--- src/rtl/ibexc_trace_pkg.sv ---
// ibexc_trace_pkg: record layout, beat numbering and beat-2 field positions for the RVFI trace buffer (rev 1.0).
// Optional timestamp beat is enabled by defining IBEXC_TRACE_TIMESTAMP_EN.
`default_nettype none

package ibexc_trace_pkg;

  typedef struct packed {
    logic [31:0] pc;
    logic [31:0] insn;
    logic        trap;
    logic        intr;
    logic        lost;
    logic [4:0]  rd_addr;
    logic [3:0]  rmask;
    logic [3:0]  wmask;
    logic [15:0] order;
    logic [31:0] rd_wdata;
    logic [31:0] mem_addr;
`ifdef IBEXC_TRACE_TIMESTAMP_EN
    logic [31:0] ts;
`endif
  } trc_rec_t;

  localparam int unsigned REC_W = $bits(trc_rec_t);

`ifdef IBEXC_TRACE_TIMESTAMP_EN
  localparam int unsigned NB = 6;
`else
  localparam int unsigned NB = 5;
`endif

  localparam logic [2:0] BEAT_PC    = 3'd0;
  localparam logic [2:0] BEAT_INSN  = 3'd1;
  localparam logic [2:0] BEAT_INFO  = 3'd2;
  localparam logic [2:0] BEAT_WDATA = 3'd3;
  localparam logic [2:0] BEAT_MADDR = 3'd4;
  localparam logic [2:0] BEAT_TS    = 3'd5;
  localparam logic [2:0] BEAT_LAST  = 3'(NB - 1);

  localparam int unsigned B2_TRAP      = 31;
  localparam int unsigned B2_INTR      = 30;
  localparam int unsigned B2_LOST      = 29;
  localparam int unsigned B2_RD_LSB    = 24;
  localparam int unsigned B2_RMASK_LSB = 20;
  localparam int unsigned B2_WMASK_LSB = 16;
  localparam int unsigned B2_ORDER_LSB = 0;

  function automatic logic [31:0] beat2_word(trc_rec_t r);
    logic [31:0] w;
    w = '0;
    w[B2_TRAP]               = r.trap;
    w[B2_INTR]               = r.intr;
    w[B2_LOST]               = r.lost;
    w[B2_RD_LSB +: 5]        = r.rd_addr;
    w[B2_RMASK_LSB +: 4]     = r.rmask;
    w[B2_WMASK_LSB +: 4]     = r.wmask;
    w[B2_ORDER_LSB +: 16]    = r.order;
    return w;
  endfunction

endpackage

`default_nettype wire

--- src/rtl/ibexc_trace_fifo.sv ---
// ibexc_trace_fifo: record FIFO with wrap-bit pointers (count = wptr - rptr), rev 1.0.
// Caller must not push when full nor pop when empty.
`default_nettype none

module ibexc_trace_fifo #(
  parameter int unsigned Width = 160,
  parameter int unsigned Depth = 8
) (
  input  logic                     clk_i,
  input  logic                     rst_i,
  input  logic                     push_i,
  input  logic [Width-1:0]         wdata_i,
  input  logic                     pop_i,
  output logic [Width-1:0]         rdata_o,
  output logic [$clog2(Depth):0]   count_o,
  output logic                     full_o,
  output logic                     empty_o
);

  localparam int unsigned AW = $clog2(Depth);

  logic [AW:0]      wptr_q;
  logic [AW:0]      rptr_q;
  logic [Width-1:0] mem_q [Depth];

  always_ff @(posedge clk_i) begin
    if (rst_i) begin
      wptr_q <= '0;
      rptr_q <= '0;
    end else begin
      if (push_i) wptr_q <= wptr_q + 1'b1;
      if (pop_i)  rptr_q <= rptr_q + 1'b1;
    end
  end

  always_ff @(posedge clk_i) begin
    if (push_i) mem_q[wptr_q[AW-1:0]] <= wdata_i;
  end

  assign rdata_o = mem_q[rptr_q[AW-1:0]];
  assign count_o = wptr_q - rptr_q;
  assign full_o  = (count_o == (AW+1)'(Depth));
  assign empty_o = (count_o == '0);

endmodule

`default_nettype wire

--- src/rtl/ibexc_trace_buf.sv ---
// ibexc_trace_buf: captures RVFI retirements into a record FIFO and streams each record as 32-bit beats (rev 1.0).
// Define IBEXC_TRACE_TIMESTAMP_EN to append a free-running cycle timestamp as a sixth beat.
`default_nettype none

module ibexc_trace_buf
  import ibexc_trace_pkg::*;
#(
  parameter int unsigned Depth = 8
) (
  input  logic        clk_i,
  input  logic        rst_i,
  input  logic        trc_en_i,
  input  logic        rvfi_valid,
  input  logic [63:0] rvfi_order,
  input  logic [31:0] rvfi_pc_rdata,
  input  logic [31:0] rvfi_insn,
  input  logic        rvfi_trap,
  input  logic        rvfi_intr,
  input  logic [4:0]  rvfi_rd_addr,
  input  logic [31:0] rvfi_rd_wdata,
  input  logic [31:0] rvfi_mem_addr,
  input  logic [3:0]  rvfi_mem_rmask,
  input  logic [3:0]  rvfi_mem_wmask,
  output logic        trc_valid_o,
  input  logic        trc_ready_i,
  output logic [31:0] trc_data_o,
  output logic        trc_last_o,
  output logic [15:0] trc_drop_cnt_o
);

  localparam int unsigned CW = $clog2(Depth) + 1;

  localparam logic [0:0] ST_IDLE = 1'b0;
  localparam logic [0:0] ST_SEND = 1'b1;

  logic [0:0]       state_q, state_d;
  logic [2:0]       idx_q, idx_d;
  logic             lost_q, lost_d;
  logic [15:0]      drop_cnt_q, drop_cnt_d;

  logic [CW-1:0]    fifo_cnt;
  logic             fifo_full, fifo_empty;
  logic [REC_W-1:0] fifo_wdata, fifo_rdata;
  trc_rec_t         wrec, rrec;
  logic             capture, push, drop, xfer, last_beat, pop;
  logic [31:0]      beat;
  logic             unused_order;

  assign unused_order = ^rvfi_order[63:16];

`ifdef IBEXC_TRACE_TIMESTAMP_EN
  logic [31:0] ts_q;

  always_ff @(posedge clk_i) begin
    if (rst_i) ts_q <= '0;
    else       ts_q <= ts_q + 32'd1;
  end
`endif

  // Full is judged on the registered count, so a same-cycle pop never rescues a retire.
  assign capture = rvfi_valid & trc_en_i;
  assign push    = capture & ~fifo_full;
  assign drop    = capture & fifo_full;

  always_comb begin
    wrec          = '0;
    wrec.pc       = rvfi_pc_rdata;
    wrec.insn     = rvfi_insn;
    wrec.trap     = rvfi_trap;
    wrec.intr     = rvfi_intr;
    wrec.lost     = lost_q;
    wrec.rd_addr  = rvfi_rd_addr;
    wrec.rmask    = rvfi_mem_rmask;
    wrec.wmask    = rvfi_mem_wmask;
    wrec.order    = rvfi_order[15:0];
    wrec.rd_wdata = rvfi_rd_wdata;
    wrec.mem_addr = rvfi_mem_addr;
`ifdef IBEXC_TRACE_TIMESTAMP_EN
    wrec.ts       = ts_q;
`endif
  end

  assign fifo_wdata = wrec;
  assign rrec       = trc_rec_t'(fifo_rdata);

  ibexc_trace_fifo #(
    .Width (REC_W),
    .Depth (Depth)
  ) u_fifo (
    .clk_i   (clk_i),
    .rst_i   (rst_i),
    .push_i  (push),
    .wdata_i (fifo_wdata),
    .pop_i   (pop),
    .rdata_o (fifo_rdata),
    .count_o (fifo_cnt),
    .full_o  (fifo_full),
    .empty_o (fifo_empty)
  );

  assign trc_valid_o = ~rst_i & (state_q == ST_SEND);
  assign xfer        = trc_valid_o & trc_ready_i;
  assign last_beat   = (idx_q == BEAT_LAST);
  assign pop         = xfer & last_beat;

  // Entering SEND on the push itself gives beat 0 the cycle after capture.
  always_comb begin
    state_d = state_q;
    idx_d   = idx_q;
    case (state_q)
      ST_IDLE: begin
        if (push || !fifo_empty) begin
          state_d = ST_SEND;
          idx_d   = '0;
        end
      end
      ST_SEND: begin
        if (xfer) begin
          if (last_beat) begin
            idx_d = '0;
            if (fifo_cnt == CW'(1) && !push) state_d = ST_IDLE;
          end else begin
            idx_d = idx_q + 3'd1;
          end
        end
      end
      default: begin
        state_d = ST_IDLE;
        idx_d   = '0;
      end
    endcase
  end

  always_comb begin
    lost_d     = lost_q;
    drop_cnt_d = drop_cnt_q;
    if (drop) begin
      lost_d = 1'b1;
      if (drop_cnt_q != 16'hFFFF) drop_cnt_d = drop_cnt_q + 16'd1;
    end else if (push) begin
      lost_d = 1'b0;
    end
  end

  always_ff @(posedge clk_i) begin
    if (rst_i) begin
      state_q    <= ST_IDLE;
      idx_q      <= '0;
      lost_q     <= 1'b0;
      drop_cnt_q <= '0;
    end else begin
      state_q    <= state_d;
      idx_q      <= idx_d;
      lost_q     <= lost_d;
      drop_cnt_q <= drop_cnt_d;
    end
  end

  always_comb begin
    beat = '0;
    case (idx_q)
      BEAT_PC:    beat = rrec.pc;
      BEAT_INSN:  beat = rrec.insn;
      BEAT_INFO:  beat = beat2_word(rrec);
      BEAT_WDATA: beat = rrec.rd_wdata;
      BEAT_MADDR: beat = rrec.mem_addr;
`ifdef IBEXC_TRACE_TIMESTAMP_EN
      BEAT_TS:    beat = rrec.ts;
`endif
      default:    beat = '0;
    endcase
  end

  assign trc_data_o     = trc_valid_o ? beat : 32'h0;
  assign trc_last_o     = trc_valid_o & last_beat;
  assign trc_drop_cnt_o = rst_i ? 16'h0 : drop_cnt_q;

endmodule

`default_nettype wire

--- config.mk ---
export PLATFORM = sky130hd
export DESIGN_NAME = ibexc_trace_buf
export DESIGN_NICKNAME = d
export VERILOG_FILES = /design/src/rtl/ibexc_trace_pkg.sv /design/src/rtl/ibexc_trace_fifo.sv /design/src/rtl/ibexc_trace_buf.sv
export SDC_FILE = /design/constraint.sdc
export NUM_CORES = 1
export LEC_CHECK = 0
export CAP_MARGIN = 40
export CORE_ASPECT_RATIO = 0.6
export CORE_MARGIN = 2
export CORE_UTILIZATION = 57
export DETAILED_ROUTE_END_ITERATION = 6
export PLACE_DENSITY = 0.76
export SLEW_MARGIN = 20
export SYNTH_ARGS = -nofsm -noshare
export SYNTH_HDL_FRONTEND = slang
export SYNTH_SLANG_ARGS = --single-unit
--- constraint.sdc ---
create_clock -name clk_i -period 32.2 [get_ports clk_i]
set_clock_uncertainty 0.05 [all_clocks]
set_input_delay 9.66 -clock clk_i [delete_from_list [all_inputs] [get_ports clk_i]]
set_output_delay 9.66 -clock clk_i [all_outputs]
set_load 0.02 [all_outputs]
==> summary.md <==
| Metric | Value |
|---|---|
| Worst Max-Slew Pin Slew | 899 ps |
| Post-Synth XOR/XNOR Area | 0.00139 |
| Fmax | 45.3 MHz |
| Slew headroom | 0.400 |
| Number of port buffers | 213 |
| Synth area leader | edfxtp_1 |
| Antenna violations before repair | 24 |
| Sequential group share of total power | 0.564 |
| Seq cells post-synth | 1312 |
| Cell family with most CP delay | buffers and inverters |
| Seq/Total Area, Yosys | 0.776 |
| Die Height | 234 µm |
| WP depth | 8 |
| Hold Buf Count CTS | 0 |
| Synth unique cells | 52 |
| Clock-pin slew on the worst setup and hold paths | around 60 ps |
| CP cell instances | clkdlybuf4s50_1 > buf_4 > nand2b_1 > inv_1 > o41ai_2 > buf_4 > a21oi_1 > clkdlybuf4s50_1 |
| Final setup violation count | 0 |
| Setup TNS | 0 ps |
| YS warnings | 0 |
| Largest family of logic cells by synthesized area | multiplexers |
| Top_reg_cell synth | edfxtp_1 |
| Total wire length | 111000 µm |
| Mux share of post-synthesis cell area | 0.163 |
| Area of all sequential standard cells | 0.0391 mm² |
| CORE AREA | 0.0875 mm² |
| First-pass GRT wire length | 163000 µm |
| Synth area leaders | edfxtp_1 (76%), mux4_2 (14%), mux2_2 (1.4%) |
| Post-CTS setup buffers | 0 |
| Final clock period utilization by the worst path | 0.686 |
| Fill cell count | 5365 |
| Worst skew pair latency | 700 ps |
| Antenna-violating nets left | 0 |
| Pin count of the biggest net entering global routing | 110 |
| Die X | 388 µm |
| Crit-path max cell delay | 590 ps |
| Vias in the first global route | 24800 |
| Total gr overflow | 0 |
| Final Critical Period | 22080 ps |
| CP arrival | 12370 ps |
| Power Internal | 2.70 mW |
| Final HPWL DP | 62200 µm |
| Final Net Count | approximately 2800 |
| Area grow syn2layout | 15.5% |
| Vias per inst | 6.32 |
| Core Rows | 84 |
| Synth top area share | 0.763 |
| Share of post-route cells with drive strength above 1 | 0.235 |
| Slew Limit Fails | 0 |
| Top-count cell post-synth | edfxtp_1 |
| Sinks on Clock Net | 1312 |
| Placed cell count | 3595 |
| CTS tree | yes |
| Status | finished clean |
| Hold Vio Cnt, Final | 0 |
| Synth Net Count | 2501 |
| CTS Buffer Depth | 3 |
| R2R cell count | 15 |
| Cell area after synthesis | 0.0504 mm² |
| Worst hold stages | 2 |
| Req. time, crit path | around 22000 ps |
| Hold Crit Class | reg2reg |
| Fraction of registers with async set/reset | 0 |
| Critical Path Source Type | input port |
| Die area | 0.0909 mm² |
| Synth Area in Compound Gates | 0.0260 |
| RSZ-0062 raised after global routing | no |
| Sw frac | 0.196 |
| PostCTS Resize Cnt | 0 |
| Critical path class | in2out |
| Power share of the clock group | 0.407 |
| Initial Util | 0.575 |
| Buf+Inv Stages, Crit Path | 5 |
| Root Buffer | clkbuf_16 |
| Most instantiated cells after synthesis | edfxtp_1 (1280), mux4_2 (312), a21oi_1 (71), a22oi_1 (65), nor2_1 (65) |
| EDFF count, synth | 1280 |
| Avg Cell Area, Syn | 22.1 µm² |
| Cell Pwr Density | 57.7 mW/mm² |
| Max VDD drop | ~0.043 mV |
| CP Max Fanout | 47 |
| Vias | 24100 |
| Sw Pwr | 0.660 mW |
| Adder-cell share of the synthesized area | 0.00313 |
| Post-Synth Simple-Gate Area | 0.0182 |
| DRT iter0 DRCs | 2671 |
| Non-filler cells, final | 3819 |
| Placer Congestion | 0.753 |
| Max-cap viol count | 0 |
| I/O pin total | 262 |
| Area of the multi-input gates | 0.0107 mm² |
| Syn Inst Count | 2277 |
| GRT Overall Usage | 0.247 |
| Worst setup EP type | primary output |
| Comb pwr share | 0.029 |
| CTS buffer count | 113 |
| Max stage delay cell, worst path | buf_4 |
| Drt first pass iters | 7 |
| # DRC | 0 |
| H-Tree Depth | 3 |
| Static leakage | 17.7 nW |
| Average wire per standard cell | 29.0 µm |
-- path summary, 6_finish.rpt --
path	from	endpoint	slack, ps
worst max-delay path	rst_i	trc_data_o[24]	10120
worst max register to register	u_fifo.wptr_q[0]	u_fifo.mem_q[4][72]	26510
worst min-delay path	u_fifo.rptr_q[3]	u_fifo.rptr_q[3]	480
worst min register to register	u_fifo.rptr_q[3]	u_fifo.rptr_q[3]	480
-- per-layer routing --
layer  track usage  up-vias  wire, µm
li1              -    10200         -
met1         0.345    12700     44400
met2         0.393     1031     53900
met3        0.0623      198      9430
met4        0.0717       24      3000
met5             0        -       158
-- through the flow --
| stage | utilization | hold slack (ps) | area [µm²] | setup WS, ps | power (mW) |
|---|---|---|---|---|---|
| floorplan | - | 442 | 50400 | 5780 | 1.97 |
| global placement | 0.615 | 463 | 53800 | 10180 | 2.02 |
| detailed placement | 0.621 | 468 | 54400 | 10130 | 2.03 |
| CTS | 0.663 | 487 | 58100 | 10130 | 3.38 |
| global route | 0.664 | 539 | 58200 | 10010 | 3.45 |
| finish | 0.665 | 482 | 58200 | 10120 | 3.36 |
-- sequential cells by signal, indices dropped and copies added, names as in the netlist, named ones only --
register and flops:
u_fifo.wptr_q 4, state_q 1, u_fifo.rptr_q 4, idx_q 3, drop_cnt_q 16, lost_q 1, u_fifo.mem_q 1280
-- power groups by stage --
| stage | Combinational, mW | Sequential, mW | Clock [mW] |
|---|---|---|---|
| 4_1_cts | 0.0974 | 1.89 | 1.39 |
| 3_3_place_gp | 0.0903 | 1.93 | 0 |
| 6_report | 0.0973 | 1.89 | 1.37 |
| 2_1_floorplan | 0.0342 | 1.94 | 0 |
| 3_5_place_dp | 0.0967 | 1.93 | 0 |
| 5_1_grt | 0.105 | 1.89 | 1.46 |
-- placed cells by master, fill, tap and decap left out, types with 10 or more instances in the layout --
cell and n:
buf_12 12, mux2_2 61, a211oi_1 12, dfxtp_1 29
nor2_1 63, clkdlybuf4s50_1 213, nand2_1 45, edfxtp_1 1280
buf_4 41, mux4_2 312, clkinv_1 25, a21oi_1 71
inv_1 12, a22oi_1 65, diode_2 13, clkbuf_16 113
buf_16 15, nor2b_1 26, nand3_1 13, mux2i_1 49
a31oi_1 10, ha_1 10, clkinv_2 14, clkbuf_1 26
bufinv_16 14
-- logic make-up (layout without fill, tap and decap cells) --
group / count (synthesis) / after routing
other: 0 / 13
adder cells (fa/ha/maj): 12 / 12
XOR/XNOR: 8 / 8
flip-flops: 1312 / 1312
AO/OA/AOI/OAI: 198 / 198
buffers and inverters: 134 / 502
multiplexers: 422 / 422
AND/OR/NAND/NOR: 191 / 191
-- final cells by class --
cell class              count  area share
diodes                     13    0.000559
clock buffers             143      0.0512
clock inverters            65      0.0129
inverters                  12    0.000774
multi-input cells         831       0.185
flip-flops and latches   1312       0.672
well taps                1161      0.0250
repair buffers            282      0.0533
-- worst reg2reg max path: stages, from the launching register on --
cell	delay, ps
dfxtp_1	440
inv_1	210
ha_1	210
inv_1	50
fa_1	380
xor2_1	200
nor2_1	100
and4bb_2	290
nor3_1	320
nand2_1	190
nor3_2	540
buf_4	540
buf_16	330
buf_4	500
buf_12	320
buf_4	610
Power figures use the tool's default switching activity.
